--- src/rtl/mem_arbiter.sv ---
// mem_arbiter: shares one single-word RAM port between the icache and the dcache.
// The dcache has priority. A grant is held until its access completes (ramstate == ACCESS).
// A starvation counter forces an icache grant after STARVE_LIMIT back-to-back
// dcache completions while the icache is waiting.
//
// Handshake: a cache raises its request and holds the address/data stable.
// It keeps them until its wait output is 0 for one cycle, and that cycle is the completion.
// Arbitration uses the live requests in that completion cycle.
// A requester that still holds its request can therefore be granted again with no gap.
module mem_arbiter #(
    parameter int ADDR_W       = 32,
    parameter int DATA_W       = 32,
    parameter int STARVE_LIMIT = 4
) (
    input  logic              CLK,
    input  logic              nRST,
    input  logic              iREN,
    input  logic [ADDR_W-1:0] iaddr,
    output logic              iwait,
    output logic [DATA_W-1:0] iload,
    input  logic              dREN,
    input  logic              dWEN,
    input  logic [ADDR_W-1:0] daddr,
    input  logic [DATA_W-1:0] dstore,
    output logic              dwait,
    output logic [DATA_W-1:0] dload,
    output logic              ramREN,
    output logic              ramWEN,
    output logic [ADDR_W-1:0] ramaddr,
    output logic [DATA_W-1:0] ramstore,
    input  logic [DATA_W-1:0] ramload,
    input  logic [1:0]        ramstate,
    output logic [1:0]        state_dbg
);

    typedef enum logic [1:0] {
        IDLE = 2'd0,
        IGNT = 2'd1,
        DGNT = 2'd2
    } state_t;

    localparam logic [1:0] RS_ACCESS = 2'd2;
    localparam int CNT_W = $clog2(STARVE_LIMIT + 1);
    localparam logic [CNT_W-1:0] CNT_MAX = CNT_W'(STARVE_LIMIT);

    state_t           state, state_nxt, arb_st;
    logic [CNT_W-1:0] count, count_nxt;
    logic             ireq, dreq, access, i_done, d_done;

    assign ireq      = iREN;
    assign dreq      = dREN | dWEN;
    assign access    = (ramstate == RS_ACCESS);
    assign i_done    = (state == IGNT) && ireq && access;
    assign d_done    = (state == DGNT) && dreq && access;
    assign state_dbg = state;

    // Starve count: counts dcache completions while the icache keeps asking; saturates.
    always_comb begin
        count_nxt = count;
        if (!iREN || i_done) begin
            count_nxt = '0;
        end else if (d_done && (count != CNT_MAX)) begin
            count_nxt = count + 1'b1;
        end
    end

    // Priority pick; uses the updated count so the limit-th dcache completion hands over.
    always_comb begin
        arb_st = IDLE;
        if (dreq && ireq && (count_nxt == CNT_MAX)) begin
            arb_st = IGNT;
        end else if (dreq) begin
            arb_st = DGNT;
        end else if (ireq) begin
            arb_st = IGNT;
        end
    end

    // Next state: re-arbitrate when idle, on completion, or when the owner withdraws.
    always_comb begin
        state_nxt = state;
        case (state)
            IDLE:    state_nxt = arb_st;
            IGNT:    if (!ireq || access) state_nxt = arb_st;
            DGNT:    if (!dreq || access) state_nxt = arb_st;
            default: state_nxt = IDLE;
        endcase
    end

    // State and starve count registers.
    always_ff @(posedge CLK or negedge nRST) begin
        if (!nRST) begin
            state <= IDLE;
            count <= '0;
        end else begin
            state <= state_nxt;
            count <= count_nxt;
        end
    end

    // RAM side and cache wait signals, decoded from the grant and the live requests.
    always_comb begin
        ramREN   = 1'b0;
        ramWEN   = 1'b0;
        ramaddr  = '0;
        ramstore = '0;
        iwait    = ~i_done;
        dwait    = ~d_done;
        iload    = ramload;
        dload    = ramload;
        case (state)
            IGNT: begin
                ramREN  = iREN;
                ramaddr = iaddr;
            end
            DGNT: begin
                ramWEN   = dWEN;
                ramREN   = dREN & ~dWEN;
                ramaddr  = daddr;
                ramstore = dstore;
            end
            default: ;
        endcase
    end

endmodule

--- config.mk ---
export PLATFORM = sky130hd
export DESIGN_NAME = mem_arbiter
export DESIGN_NICKNAME = d
export VERILOG_FILES = /design/src/rtl/mem_arbiter.sv
export SDC_FILE = /design/constraint.sdc
export NUM_CORES = 1
export LEC_CHECK = 0
export CORE_AREA = 8 8 98 100
export DETAILED_ROUTE_END_ITERATION = 10
export DIE_AREA = 0 0 106 108
export DONT_BUFFER_PORTS = 1
export GPL_TIMING_DRIVEN = 0
export PLACE_DENSITY = 0.38
export SYNTH_ARGS = -nofsm -noshare
export SYNTH_HDL_FRONTEND = slang
export SYNTH_SLANG_ARGS = --single-unit
export TNS_END_PERCENT = 30
--- constraint.sdc ---
create_clock -name CLK -period 1.76 [get_ports CLK]
set_input_delay 0.264 -clock CLK [delete_from_list [all_inputs] [get_ports CLK]]
set_output_delay 0.264 -clock CLK [all_outputs]
set_load 0.02 [all_outputs]
==> results.ini <==
[run_status]
outcome = finished, violations left
violations = setup timing

[routing]
dr.pass1.iters = 6
drtIter0Drc = 46
wire_per_inst_microns = 23.3
drtAntennaViolNets = 0
vias = 1531
routed_wl_mm = 7.86
vias_per_cell = 4.53
drc = 0

[finish]
areaGrowthSynthToFinish_pct = 57.5
final_util = 0.299
final_nets = 374
fin_area_sq_um = 2410
layout-drive-gt1-share = 0.828
num_antenna_cells = 0

[placement]
port_buffers = 0
placed_cell_area_sq_um = 1750
gp_congestion = 0.736
dp_slack_ns = -0.490
dp_hpwl_mm = 6.62

[clock_tree]
clk_pin_slew_worst_paths_ns = 0.04
numCtsBuffers = 3
ctsHtreeMaxLevel = 1
cts_tree = built
clkLatencyLatePin_ns = 0.22
ctsRootBufferMaster = clkbuf_8
cts.sinks = 5
cts_buffer_depth = 2

[yosys]
ys.flop_type = dfrtp_1
syn_inst = 221
ys_top_cells_by_area = buf_4, a22oi_1, and2_1
synthDistinctLibCells = 28
yosysWarningCount = 0
synth_fa_ha_area_frac = 0.0410
synth_nets = 361
yosysMostFrequentCell = buf_4
synth_top_area_frac = 0.314
syn_area_sq_um = 1530
synth_edf_count = 0
synth_top_family_by_area = buffers and inverters
synthXorXnorAreaFrac = 0.00573
ys_ff_latch = 5
synth_compound_area_frac = 0.210
synth_top_cell_by_area = buf_4
async_flop_share = 1.00
ys_top_cells_by_count = buf_4, nor2_1, and2_1
synthSimpleGateAreaFrac = 0.284
seq_area_frac_synth = 0.0819
synthMuxAreaShare = 0.0164
synth_area_per_cell_sq_um = 6.91

[pwr]
power_uw = 2960
pwr_density_cell_nw_per_um2 = 1230
max-vdd-ir-drop_mv = 0.560
leakage_uw = 0.000988

[worst_setup_path]
cp-end-kind = output port
crit_path_start_kind = register
reg2regPathDepth = 8
cp.arrival_ns = 1.61
critPathKind = reg2out
crit_fanout = 6
worstPathRequired_ns = 1.50

[die]
fp.dieW_microns = 106
start_util = 0.190
core_sq_um = 8050
die_area_sq_um = 11400
rows = 33
die_y_microns = 108
io_pins = 269

[timing]
finalHoldViolCount = 0
rsz0062_at_grt = true
max_freq_mhz = 533
maxSlewViolCount = 0
max-slew-margin-rel = 0.801
setup_viol = 50
fin_crit_sh = 1.07
min_period_ns = 1.88
final.setup.tns_ns = -2.41
setup_ws_ns = -0.115
worst_slew_pin_slew_ns = 0.298
clock_skew_ns = 0.00268

[min_path]
min_path_type = in2reg
min_path_cells = 3

[global_routing]
grt_pass1_vias = 1668
grt_max_degree = 11
grt_usage = 0.116
antenna_found_initial = 0
grt_pass1_wl_mm = 10.7
overflow = 0

[job]
cap_violations = 0

-- critical path, cell delays in order (launching register included) --
cell and delay [ns]:
dfrtp_2 0.48, inv_2 0.08, ha_4 0.21, clkbuf_16 0.17
buf_8 0.13, a22oi_2 0.23, nor2_4 0.09
-- cell type report --
| type | instances | area [sq um] |
|---|---|---|
| plain buffers | 77 | 672 |
| clock buffers | 4 | 45.0 |
| fillers | 834 | 5650 |
| inverters | 4 | 15.0 |
| multi-input cells | 133 | 1320 |
| flip-flops and latches | 5 | 128 |
| well taps | 105 | 131 |
| repair buffers | 10 | 98.8 |
-- final timing paths --
check / to / startpoint / slack, ns
min in group asynchronous: state_dbg[1] / nRST / 0.35
hold reg to reg: count[2] / count[2] / 0.51
hold / removal: state_dbg[0] / iREN / 0.34
setup reg to reg: state_dbg[1] / state_dbg[0] / -0.09
setup / recovery: ramaddr[21] / state_dbg[0] / -0.12
max in group asynchronous: state_dbg[0] / nRST / 1.19
-- report_power, final --
| part | internal, uW | switching (uW) | total [uW] |
|---|---|---|---|
| sequential | 131 | 36.1 | 167 |
| clock | 156 | 60.3 | 216 |
| combinational | 1010 | 1570 | 2580 |
-- logic make-up (layout without fill, tap and decap cells) --
| logic type | Yosys count | after routing |
|---|---|---|
| flops | 5 | 5 |
| fa+ha+maj | 5 | 5 |
| compound gates | 42 | 42 |
| buf+inv | 83 | 95 |
| xor+xnor | 1 | 1 |
| simple gates | 83 | 83 |
| mux | 2 | 2 |
-- stage by stage --
step                hold WS [ns]  instances
finish                     0.336        338
global route               0.348        338
CTS                        0.333        337
detailed placement       -0.0314        326
global placement         -0.0314        326
floorplan                -0.0316        221
-- routing by layer --
metal | global-route usage | wire length, microns | vias to the layer above
li1 | - | - | 703
met1 | 0.126 | 2770 | 723
met2 | 0.221 | 4340 | 103
met3 | 0.0375 | 731 | 2
met4 | 0.0131 | 11 | 0
met5 | 0 | 0 | -
-- sequential cells by signal, indices dropped and copies added, names as in the netlist --
name       flops
count          3
state_dbg      2
-- placed cells by master (no fill, tap or decap), types with 2 or more instances in the layout --
cell type and count:
buf_4 70, nor2_4 30, a22oi_2 25, and2_4 23, and2_2 10, a22oi_1 7
buf_6 6, nor2_1 6, clkbuf_8 5, buf_8 4, inv_1 3, clkbuf_16 3
nand2_1 3, ha_1 3, dfrtp_1 3, a31oi_1 2, nor2_2 2, ha_4 2
dfrtp_2 2
-- timing repair --
item / in CTS / in global routing
buffers inserted: 6 / 1
gates resized for setup: 119 / 47
pin swaps: 12 / 10
endpoints found under the hold margin: 5 / 0
cloned: 2 / 0
hold buffers: 1 / 0
endpoints found under the setup margin: 70 / 68
Power figures use the tool's default switching activity.
==> edit (config.mk and constraints unchanged) <==
Reset style: synchronous (`nRST`), changed in one clocked block.
--- a/src/rtl/mem_arbiter.sv
+++ b/src/rtl/mem_arbiter.sv
@@ -90,3 +90,3 @@
     // State and starve count registers.
-    always_ff @(posedge CLK or negedge nRST) begin
+    always_ff @(posedge CLK) begin
         if (!nRST) begin
Function: differs if nRST is asserted again (counterexample within 4 cycles, from zero or initial values and one cycle with nRST low); with nRST held inactive, the same outputs for 10 cycles.
==> edit against the unedited design <==
Cell count unchanged; wire length shrank 3.2%; synthesized area down 1.7%; sequential cell count unchanged; worst setup slack better by 0.10 ns; design area fell by 7.3%; the run still ends with negative setup slack left; critical path type unchanged; global-route usage fell by 0.16 points; utilization down 2.2 points; clock skew shrank 0.00064 ns.
Power is not compared: it rests on default switching activity, and its combinational part moved more than twofold at a synthesized area within 25%.
==> edit: results (changes against the unedited design) <==
Parameter                              Value

Logic synthesis
  Sequential share of the synthesized area    6.67% (-1.5 points)
  Main flop type after synthesis    sky130_fd_sc_hd__dfxtp_1
  Net count after synthesis    365 (+1.1%)
  Fraction of registers with async set/reset    0% (-100 points)
  Post-synth EDFFs    0 (unchanged)
  Per-instance average area after synthesis    6.67 um2 (-3.5%)
  Adder-Cell Fraction of Synth Area    4.17% (+0.072 points)
  Area contributors post-synth    sky130_fd_sc_hd__buf_4 (32%), sky130_fd_sc_hd__a22oi_1 (16%), sky130_fd_sc_hd__and2_1 (14%)
  Most numerous cell types in the synthesized netlist    sky130_fd_sc_hd__buf_4 (64), sky130_fd_sc_hd__nor2_1 (37), sky130_fd_sc_hd__and2_1 (33), sky130_fd_sc_hd__a22oi_1 (32), sky130_fd_sc_hd__clkbuf_1 (13)
  Mux cell area share after synthesis    1.33% (-0.30 points)
  Number of distinct library cells after synthesis    26 (-7.1%)
  Xor-xnor portion of the synthesized cell area    0.583% (+0.010 points)
  Synth Area in Compound Gates    20.6% (-0.38 points)

Critical path
  Critical Path Slowest Stage Cell    sky130_fd_sc_hd__dfxtp_4
  Dominant delay contributor by cell family on the critical path    flip-flops
  Maximum net fanout on the critical path    10 (+4)
  Arrival time at the worst endpoint    1.51 ns (-0.10 ns)
  Stage delay of the slowest cell on the critical path    0.43 ns (-0.05 ns)

Global route
  Wire length of the first global-routing pass    10600 um (-0.77%)
  Initial antenna violation count    0 (unchanged)
  Global routing usage summed across all routing layers    11.5% (-0.16 points)
  Via count of the first global-routing pass    1699 (+1.9%)
  Pin count of the biggest net entering global routing    11 (unchanged)

Timing
  Slew HR    68.3% (-12 points)
  Clock Skews    0.00205 ns (-0.000636 ns)
  Number of failing setup endpoints in the final timing report    2 (-96%)
  Fin worst setup slack    -0.0110 ns (+0.105 ns)

Worst hold path
  Cell depth of the worst min-delay path    1 (-2)

Final layout
  Count of fill cells added during filler insertion    872 (+4.6%)
  Register with the most flip-flops    count
  Total area of sequential cells    108 um2 (-16%)
  Layout cell share with drive strength beyond 1    79.0% (-3.9 points)

Placement
  Final Wtd Congestion    0.756 (+2.8%)
  HPWL reported at the end of detailed placement    6320 um (-4.5%)
  Total placed cells including tap cells    330 (+1.2%)
  Total placed instance area    0.00165 mm2 (-5.3%)

Power and ir drop
  Largest vdd supply drop    just over 0.4 mV

Routing
  DR WL/cell    22.5 um (-3.2%)
  Via count normalized by instance count    4.59 (+1.4%)
  Post-Route WL    7610 um (-3.2%)
  Count of TritonRoute iterations in the first routing pass    4 (-2)
  Initial DRC count    57 (+24%)

Clock tree
  Hold-fix buffers, CTS    0 (-1)

Outcome
  Run status    finished, violations left
  Violated checks    negative setup slack
## edit: cell types whose count changed after synthesis, sizes merged, moves of 2 or more
| cell | delta |
|---|---|
| dfxtp | +5 |
| dfrtp | -5 |
| o21ai | +3 |
| nand3 | +3 |
| nand2 | +2 |
## edit: per-stage QoR
stage	setup WS (ns)	TNS, ns
finish	-0.0110	-0.0146
global route	-0.0902	-1.03
CTS	-0.0331	-0.730
detailed placement	-0.535	-24.88
global placement	-0.530	-23.37
floorplan	-0.0125	-0.0375
## edit: report_power, final
part / switching [mW] / total (mW) / internal [mW]
registers: 0.0124 / 0.130 / 0.117
logic: 0.498 / 0.802 / 0.305
clock network: 0.0560 / 0.211 / 0.155
## edit: cell type report
cell class	instances	area share [%]
Multi-Input combinational cell	136	54.4
Buffer	78	29.7
Tap cell	105	5.89
Sequential cell	5	4.83
Timing Repair Buffer	5	2.13
Clock buffer	4	2.02
Inverter	5	0.954
## edit: repair_timing
item | in CTS | in global routing
gates resized for setup | 124 | 33
endpoints found under the setup margin | 70 | 65
gates cloned | 3 | 0
buffers inserted | 2 | 0
pin swaps | 17 | 11
## edit: worst paths after layout
| kind | end | startpoint | slack (ns) |
|---|---|---|---|
| worst max-delay path | ramaddr[1] | state_dbg[0]$_SDFFE_PN0P_ | -0.01 |
| worst min-delay path | state_dbg[0]$_SDFFE_PN0P_ | nRST | 0.18 |
| worst max register to register | state_dbg[0]$_SDFFE_PN0P_ | state_dbg[0]$_SDFFE_PN0P_ | 0.02 |
| worst min register to register | state_dbg[1]$_SDFFE_PN0P_ | state_dbg[1]$_SDFFE_PN0P_ | 0.57 |
## edit: logic make-up (layout without fill, tap and decap cells)
family / after synthesis / count (layout)
buf+inv: 84 / 92
xor+xnor: 1 / 1
mux: 2 / 2
simple gates: 86 / 86
compound gates: 42 / 42
fa+ha+maj: 5 / 5
flops: 5 / 5
## edit: per-layer routing
layer  up-vias  global-route usage [%]  share of wire (%)
li1        704                       -                  -
met1       748                    11.8                 34
met2        99                    22.4                 56
met3         2                    4.28                9.1
met4         0                   0.603              0.092
met5         -                       0                  0
## edit: worst reg2reg max path: stages (launching register included)
cell,delay (ns)
sky130_fd_sc_hd__dfxtp_4,0.43
sky130_fd_sc_hd__inv_4,0.05
sky130_fd_sc_hd__ha_4,0.17
sky130_fd_sc_hd__buf_4,0.13
sky130_fd_sc_hd__o21a_1,0.14
sky130_fd_sc_hd__and4b_1,0.20
sky130_fd_sc_hd__a21o_1,0.19
sky130_fd_sc_hd__nor3_2,0.17
sky130_fd_sc_hd__o211a_1,0.18
